## src/rtl/spart_fifo.sv

```systemverilog
// SPART with independent TX/RX FIFOs, a 16x-oversampled receiver and sticky error flags.
// Define SPART_PARITY_EN to add an even parity bit and the parity_err output.
module spart_fifo #(
  parameter int unsigned DATA_W   = 8,
  parameter int unsigned TX_DEPTH = 16,
  parameter int unsigned RX_DEPTH = 16,
  parameter int unsigned OVS_DIV  = 54
) (
  input  logic                      clk,
  input  logic                      rst,
  input  logic                      send,
  input  logic [DATA_W-1:0]         send_data,
  output logic                      full,
  input  logic                      rd,
  output logic                      rcv_valid,
  output logic [DATA_W-1:0]         receive_data,
  output logic [$clog2(RX_DEPTH):0] rx_count,
  output logic                      frame_err,
  output logic                      overrun_err,
`ifdef SPART_PARITY_EN
  output logic                      parity_err,
`endif
  input  logic                      err_clr,
  output logic                      txd,
  input  logic                      rxd
);

  localparam int unsigned TXAW     = $clog2(TX_DEPTH);
  localparam int unsigned RXAW     = $clog2(RX_DEPTH);
  localparam int unsigned BIT_CLKS = 16 * OVS_DIV;
  localparam int unsigned BCW      = $clog2(BIT_CLKS);
  localparam int unsigned OVW      = (OVS_DIV > 1) ? $clog2(OVS_DIV) : 1;
  localparam int unsigned BIW      = $clog2(DATA_W + 1);
`ifdef SPART_PARITY_EN
  localparam bit PAR_EN = 1'b1;
`else
  localparam bit PAR_EN = 1'b0;
`endif

  typedef enum logic [2:0] {StTxIdle, StTxStart, StTxData, StTxParity, StTxStop} tx_state_e;
  typedef enum logic [2:0] {StRxIdle, StRxStart, StRxData, StRxParity, StRxStop} rx_state_e;

  // ---------------------------------------------------------------- TX FIFO
  logic [DATA_W-1:0] tx_mem [TX_DEPTH];
  logic [TXAW-1:0]   tx_wptr_q, tx_rptr_q;
  logic [TXAW:0]     tx_cnt_q;
  logic              tx_push, tx_pop, tx_empty;

  assign tx_empty = (tx_cnt_q == '0);
  assign full     = (tx_cnt_q == (TXAW+1)'(TX_DEPTH));
  assign tx_push  = send && !full;

  always_ff @(posedge clk) begin
    if (rst) begin
      tx_wptr_q <= '0;
      tx_rptr_q <= '0;
      tx_cnt_q  <= '0;
    end else begin
      if (tx_push) tx_wptr_q <= tx_wptr_q + TXAW'(1);
      if (tx_pop)  tx_rptr_q <= tx_rptr_q + TXAW'(1);
      case ({tx_push, tx_pop})
        2'b10:   tx_cnt_q <= tx_cnt_q + (TXAW+1)'(1);
        2'b01:   tx_cnt_q <= tx_cnt_q - (TXAW+1)'(1);
        default: tx_cnt_q <= tx_cnt_q;
      endcase
    end
  end

  always_ff @(posedge clk) begin
    if (tx_push) tx_mem[tx_wptr_q] <= send_data;
  end

  // ---------------------------------------------------------------- TX FSM
  tx_state_e         tx_state_q, tx_state_d;
  logic [BCW-1:0]    tx_clk_cnt_q;
  logic [BIW-1:0]    tx_bit_idx_q;
  logic [DATA_W-1:0] tx_shift_q;
  logic              tx_par_q;
  logic              tx_bit_done, tx_last_bit;

  assign tx_bit_done = (tx_clk_cnt_q == BCW'(BIT_CLKS - 1));
  assign tx_last_bit = (tx_bit_idx_q == BIW'(DATA_W - 1));

  always_ff @(posedge clk) begin
    if (rst) tx_state_q <= StTxIdle;
    else     tx_state_q <= tx_state_d;
  end

  always_comb begin
    tx_state_d = tx_state_q;
    tx_pop     = 1'b0;
    case (tx_state_q)
      StTxIdle: begin
        if (!tx_empty) begin
          tx_pop     = 1'b1;
          tx_state_d = StTxStart;
        end
      end
      StTxStart:  if (tx_bit_done) tx_state_d = StTxData;
      StTxData:   if (tx_bit_done && tx_last_bit) tx_state_d = PAR_EN ? StTxParity : StTxStop;
      StTxParity: if (tx_bit_done) tx_state_d = StTxStop;
      StTxStop: begin
        // Chain straight into the next frame so bursts have no idle gap.
        if (tx_bit_done) begin
          if (!tx_empty) begin
            tx_pop     = 1'b1;
            tx_state_d = StTxStart;
          end else begin
            tx_state_d = StTxIdle;
          end
        end
      end
      default: tx_state_d = StTxIdle;
    endcase
  end

  always_comb begin
    txd = 1'b1;
    case (tx_state_q)
      StTxStart:  txd = 1'b0;
      StTxData:   txd = tx_shift_q[0];
      StTxParity: txd = tx_par_q;
      default:    txd = 1'b1;
    endcase
  end

  always_ff @(posedge clk) begin
    if (rst) begin
      tx_clk_cnt_q <= '0;
      tx_bit_idx_q <= '0;
      tx_shift_q   <= '0;
      tx_par_q     <= 1'b0;
    end else if (tx_pop) begin
      tx_clk_cnt_q <= '0;
      tx_bit_idx_q <= '0;
      tx_shift_q   <= tx_mem[tx_rptr_q];
      tx_par_q     <= ^tx_mem[tx_rptr_q];
    end else if (tx_state_q != StTxIdle) begin
      if (tx_bit_done) begin
        tx_clk_cnt_q <= '0;
        if (tx_state_q == StTxData) begin
          tx_shift_q   <= tx_shift_q >> 1;
          tx_bit_idx_q <= tx_bit_idx_q + BIW'(1);
        end
      end else begin
        tx_clk_cnt_q <= tx_clk_cnt_q + BCW'(1);
      end
    end
  end

  // ---------------------------------------------------------------- RX front end
  logic           rxd_meta_q, rxd_sync_q, rxd_prev_q;
  logic [OVW-1:0] ovs_cnt_q;
  logic           rx_tick, rx_fall;

  always_ff @(posedge clk) begin
    if (rst) begin
      rxd_meta_q <= 1'b1;
      rxd_sync_q <= 1'b1;
      rxd_prev_q <= 1'b1;
      ovs_cnt_q  <= '0;
    end else begin
      rxd_meta_q <= rxd;
      rxd_sync_q <= rxd_meta_q;
      rxd_prev_q <= rxd_sync_q;
      ovs_cnt_q  <= rx_tick ? '0 : ovs_cnt_q + OVW'(1);
    end
  end

  assign rx_tick = (ovs_cnt_q == OVW'(OVS_DIV - 1));
  assign rx_fall = rxd_prev_q && !rxd_sync_q;

  // ---------------------------------------------------------------- RX FSM
  rx_state_e         rx_state_q, rx_state_d;
  logic [3:0]        rx_sub_q;
  logic [BIW-1:0]    rx_bit_idx_q;
  logic [DATA_W-1:0] rx_shift_q;
  logic              rx_par_bad_q, rx_push_q;
  logic              rx_mid, rx_start_smp, rx_last_bit;
  logic              rx_stop_smp, rx_good, frame_set;

  assign rx_start_smp = rx_tick && (rx_sub_q == 4'd7);
  assign rx_mid       = rx_tick && (rx_sub_q == 4'd15);
  assign rx_last_bit  = (rx_bit_idx_q == BIW'(DATA_W - 1));

  always_ff @(posedge clk) begin
    if (rst) rx_state_q <= StRxIdle;
    else     rx_state_q <= rx_state_d;
  end

  always_comb begin
    rx_state_d = rx_state_q;
    case (rx_state_q)
      StRxIdle:   if (rx_fall) rx_state_d = StRxStart;
      StRxStart:  if (rx_start_smp) rx_state_d = rxd_sync_q ? StRxIdle : StRxData;
      StRxData:   if (rx_mid && rx_last_bit) rx_state_d = PAR_EN ? StRxParity : StRxStop;
      StRxParity: if (rx_mid) rx_state_d = StRxStop;
      StRxStop:   if (rx_mid) rx_state_d = StRxIdle;
      default:    rx_state_d = StRxIdle;
    endcase
  end

  always_comb begin
    rx_stop_smp = (rx_state_q == StRxStop) && rx_mid;
    rx_good     = rx_stop_smp && rxd_sync_q && !(PAR_EN && rx_par_bad_q);
    frame_set   = rx_stop_smp && !rxd_sync_q;
  end

  always_ff @(posedge clk) begin
    if (rst) begin
      rx_sub_q     <= '0;
      rx_bit_idx_q <= '0;
      rx_shift_q   <= '0;
      rx_par_bad_q <= 1'b0;
      rx_push_q    <= 1'b0;
    end else begin
      rx_push_q <= rx_good;
      if (rx_state_q == StRxIdle) begin
        if (rx_fall) begin
          rx_sub_q     <= '0;
          rx_bit_idx_q <= '0;
          rx_par_bad_q <= 1'b0;
        end
      end else if (rx_tick) begin
        // Restart the sub-bit phase at the start-bit centre; later samples wrap at 16.
        rx_sub_q <= (rx_state_q == StRxStart && rx_sub_q == 4'd7) ? 4'd0 : rx_sub_q + 4'd1;
      end
      if (rx_state_q == StRxData && rx_mid) begin
        rx_shift_q   <= {rxd_sync_q, rx_shift_q[DATA_W-1:1]};
        rx_bit_idx_q <= rx_bit_idx_q + BIW'(1);
      end
      if (rx_state_q == StRxParity && rx_mid) rx_par_bad_q <= rxd_sync_q ^ (^rx_shift_q);
    end
  end

  // ---------------------------------------------------------------- RX FIFO
  logic [DATA_W-1:0] rx_mem [RX_DEPTH];
  logic [RXAW-1:0]   rx_wptr_q, rx_rptr_q;
  logic [RXAW:0]     rx_cnt_q;
  logic              rx_full, rx_pop, rx_accept, ovr_set;

  assign rcv_valid    = (rx_cnt_q != '0);
  assign rx_full      = (rx_cnt_q == (RXAW+1)'(RX_DEPTH));
  assign rx_pop       = rd && rcv_valid;
  // A pop in the same cycle frees the slot, so a full FIFO still accepts the byte.
  assign rx_accept    = rx_push_q && (!rx_full || rx_pop);
  assign ovr_set      = rx_push_q && !rx_accept;
  assign receive_data = rcv_valid ? rx_mem[rx_rptr_q] : '0;
  assign rx_count     = rx_cnt_q;

  always_ff @(posedge clk) begin
    if (rst) begin
      rx_wptr_q <= '0;
      rx_rptr_q <= '0;
      rx_cnt_q  <= '0;
    end else begin
      if (rx_accept) rx_wptr_q <= rx_wptr_q + RXAW'(1);
      if (rx_pop)    rx_rptr_q <= rx_rptr_q + RXAW'(1);
      case ({rx_accept, rx_pop})
        2'b10:   rx_cnt_q <= rx_cnt_q + (RXAW+1)'(1);
        2'b01:   rx_cnt_q <= rx_cnt_q - (RXAW+1)'(1);
        default: rx_cnt_q <= rx_cnt_q;
      endcase
    end
  end

  always_ff @(posedge clk) begin
    if (rx_accept) rx_mem[rx_wptr_q] <= rx_shift_q;
  end

  // ---------------------------------------------------------------- sticky flags
  logic frame_err_q, overrun_err_q;

  always_ff @(posedge clk) begin
    if (rst) begin
      frame_err_q   <= 1'b0;
      overrun_err_q <= 1'b0;
    end else begin
      frame_err_q   <= frame_set || (frame_err_q && !err_clr);
      overrun_err_q <= ovr_set || (overrun_err_q && !err_clr);
    end
  end

  assign frame_err   = frame_err_q;
  assign overrun_err = overrun_err_q;

`ifdef SPART_PARITY_EN
  logic parity_err_q, parity_set;

  assign parity_set = rx_stop_smp && rxd_sync_q && rx_par_bad_q;

  always_ff @(posedge clk) begin
    if (rst) parity_err_q <= 1'b0;
    else     parity_err_q <= parity_set || (parity_err_q && !err_clr);
  end

  assign parity_err = parity_err_q;
`endif

endmodule

```

## config.mk

```make
export PLATFORM = sky130hd
export DESIGN_NAME = spart_fifo
export DESIGN_NICKNAME = d
export VERILOG_FILES = /design/src/rtl/spart_fifo.sv
export SDC_FILE = /design/constraint.sdc
export NUM_CORES = 1
export LEC_CHECK = 0
export ABC_AREA = 1
export CAP_MARGIN = 0
export CORE_UTILIZATION = 27
export CTS_CLUSTER_SIZE = 16
export DETAILED_ROUTE_END_ITERATION = 7
export PLACE_DENSITY = 0.46
export SLEW_MARGIN = 10
export SYNTH_ARGS = -nofsm -noshare
export SYNTH_HDL_FRONTEND = slang
export SYNTH_SLANG_ARGS = --single-unit
```

## constraint.sdc

```tcl
create_clock -name clk -period 2.8 [get_ports clk]
set_clock_uncertainty 0.2 [all_clocks]
set_input_delay 0.28 -clock clk [delete_from_list [all_inputs] [get_ports clk]]
set_output_delay 0.28 -clock clk [all_outputs]
set_load 0.005 [all_outputs]
```

==> impl_metrics.yaml <==
status:
  outcome: "finished, final reports clean"
floorplan:
  io_pins: 32
  die_w_um: 234.5
  coreArea_um2: 52970
  rows: 84
  initial_core_util: 0.2756
  die-area_um2: 55000
  die_h_um: 234.5
synth:
  netlist_area_um2: 14600
  synthFlopType: "edfxtp_1"
  synth_edf_count: 256
  synth-seq-area-share: 0.6514
  netlist-cell-type-count: 40
  synth_top_cell_by_area: "edfxtp_1"
  synth_xor_area_frac: 0.009600
  netlist_instances: 1424
  synthMuxAreaShare: 0
  avgSynthCellArea_um2: 10.25
  yosys_warnings: 0
  synth-simple-area-share: 0.1744
  synth_nets: 1463
  synthArstFlopShare: 0
  synth-compound-area-share: 0.09223
  synth_top_family_by_area: "simple AND/OR/NAND/NOR gates"
  synth_fa_ha_area_frac: 0.02194
  synthTopCellsByArea: "edfxtp_1 (53%), dfxtp_1 (12%), nand2_1 (7.5%)"
  yosysTopAreaCellShare: 0.5266
  synth-seq-cells: 347
pwr:
  p_seq_frac: 0.373
  internal_power_mw: 10.77
  power.switching_mw: 5.243
  clkPwrFrac: 0.324
  p_sw_frac: 0.3275
  power_mw: 16.01
  ir_drop_v: 0.0006002
  combPwrFrac: 0.303
  powerDensity_nw_per_um2: 900.8
  leakage_nw: 6.879
clocking:
  htree_levels: 2
  clk_path_buf_depth: 3
  holdBufCountCts: 0
  root_buffer: "clkbuf_16"
  cts_tree: "done"
  clkLatencyLatePin_ns: 0.55
  clkTransAtPathRegs_ns: 0.06
  cts_sinks: 347
  cts_buffers: 40
route:
  ant_nets: 0
  vias: 10070
  drc: 0
  drt_first_pass_iters: 5
  wl_per_cell_um: 15.87
  drt_wl_total_um: 35460
  via_per_inst: 4.506
  drt_iter0_drc: 716
cells_and_area:
  final_cell_mix: "nand2_1 (288), edfxtp_1 (256), nor2_1 (185), o21ai_0 (113), inv_1 (111)"
  final_common_cell: "nand2_1"
  seq_area_um2: 9525
  layout-drive-gt1-share: 0.1313
  fill_cells: 5394
  multi_input_area_um2: 4546
  final_nets: 1554
  area_growth_pct: 21.76
  antennaDiodeCount: 0
global_route:
  grt_pass1_wl_um: 56100
  overflow: 0
  track_usage: 0.1312
  grt_max_degree: 59
  grt_pass1_vias: 9877
  antenna_found_initial: 0
sta:
  tns_ns: 0
  period_minus_slack_ns: 2.713
  drv_slew: 0
  worst_pin_slew_ns: 0.8646
  max-slew-margin-rel: 0.4215
  finalSetupViolations: 0
  rsz0062_at_grt: "yes"
  finalHoldViolations: 0
  fmax_mhz: 368.6
  post-route-period-util: 0.9690
critical_path:
  crit_path_start_kind: "flop"
  worst_ep_arrival_time_ns: 2.23
  worstPathRequired_ns: 2.32
  endpoint_kind: "output pin"
  critPathKind: "reg2out"
  critPathMaxFanout: 9
placement:
  routabilityCongestion: 0.7672
  port_buffers: 31
  place_hpwl_um: 21970
worst_hold_path:
  min_path_type: "in2reg"
run:
  cap_violations: 0
power by group through the flow:
stage | Sequential (mW) | Combinational, mW | Clock (mW)
floorplan | 5.98 | 2.85 | 0
detailed placement | 6.04 | 4.51 | 0
global route | 6.01 | 5.47 | 5.55
global placement | 6.03 | 4.49 | 0
CTS | 5.95 | 4.64 | 5.35
finish | 5.97 | 4.85 | 5.19
logic make-up (layout without fill, tap and decap cells):
family / after synthesis / in the layout
simple gates: 617 / 617
compound gates: 237 / 237
xor+xnor: 16 / 16
buf+inv: 182 / 304
flops: 347 / 347
fa+ha+maj: 25 / 25
final timing paths:
check                                               from                        to  slack [ns]  cells past startpoint
worst max-delay path                                flop           receive_data[6]        0.09                      7
worst min-delay path                                 rxd     rxd_meta_q$_SDFF_PP1_        0.11                      2
worst max register to register  rx_count[3]$_SDFFE_PP0P_  rx_count[3]$_SDFFE_PP0P_        0.19                     15
worst min register to register     rxd_meta_q$_SDFF_PP1_     rxd_sync_q$_SDFF_PP1_        0.21                      1
critical path, cell delays in order (launching register included):
cell and delay [ns]:
dfxtp_4 0.44, buf_12 0.14, buf_4 0.10, o21ai_0 0.08, o221ai_1 0.28, nand3_1 0.17
a21oi_2 0.20, dlygate4sd2_1 0.27
timing repair:
item	4_1_cts	5_1_grt
endpoints found under the hold margin	0	0
setup endpoints to repair	8	5
cloned	1	2
buffers inserted	2	8
gates resized for setup	35	41
pin swaps	10	16
metal layers:
metal / share of wire / wire length (um) / vias up / GRT usage
met4: 0.022 / 790 / 0 / 0.03871
met1: 0.47 / 16680 / 4758 / 0.1782
met3: 0.040 / 1421 / 54 / 0.02144
li1: - / - / 5075 / -
met5: 0 / 0 / - / 0
met2: 0.47 / 16570 / 179 / 0.2140
registers in the layout (all words and copies together), names as in the netlist, 3 cells and up, named ones only:
register and flops:
rx_state_q 3, tx_rptr_q 4, rx_shift_q 8, rx_mem 128, tx_state_q 3, rx_wptr_q 4
rx_bit_idx_q 4, rx_rptr_q 4, rx_sub_q 4, rx_count 5, tx_cnt_q 5, tx_wptr_q 4
tx_clk_cnt_q 10, tx_mem 128, tx_bit_idx_q 4, ovs_cnt_q 6, tx_shift_q 8
cell type report:
cell class | instances | share of cell area
flip-flops and latches | 347 | 0.5359
multi-input cells | 895 | 0.2557
clock buffers | 48 | 0.06166
repair buffers | 107 | 0.05997
well taps | 688 | 0.04843
inverters | 124 | 0.02661
clock inverters | 25 | 0.01169
cells in the mapped netlist, types with 9 or more instances:
cell type,number
xor2_1,11
dfxtp_1,91
buf_2,18
a21oi_1,59
clkbuf_1,34
nand2_1,291
nand3_1,105
inv_1,114
nand4_1,9
nor2_1,186
o21ai_0,116
o221ai_1,29
edfxtp_1,256
ha_1,24
through the flow:
step	util	hold slack, ns	area [um^2]	worst slack (ns)	cells
floorplan	-	0.1789	14620	0.01966	1424
global placement	0.3037	0.2015	16090	0.02079	2148
detailed placement	0.3037	0.2012	16090	-0.01904	2148
CTS	0.3310	0.08471	17530	0.005190	2224
global route	0.3356	0.1063	17770	-0.01411	2234
finish	0.3356	0.1100	17770	0.08680	2234
No activity file was read; power rests on OpenSTA's default activity.
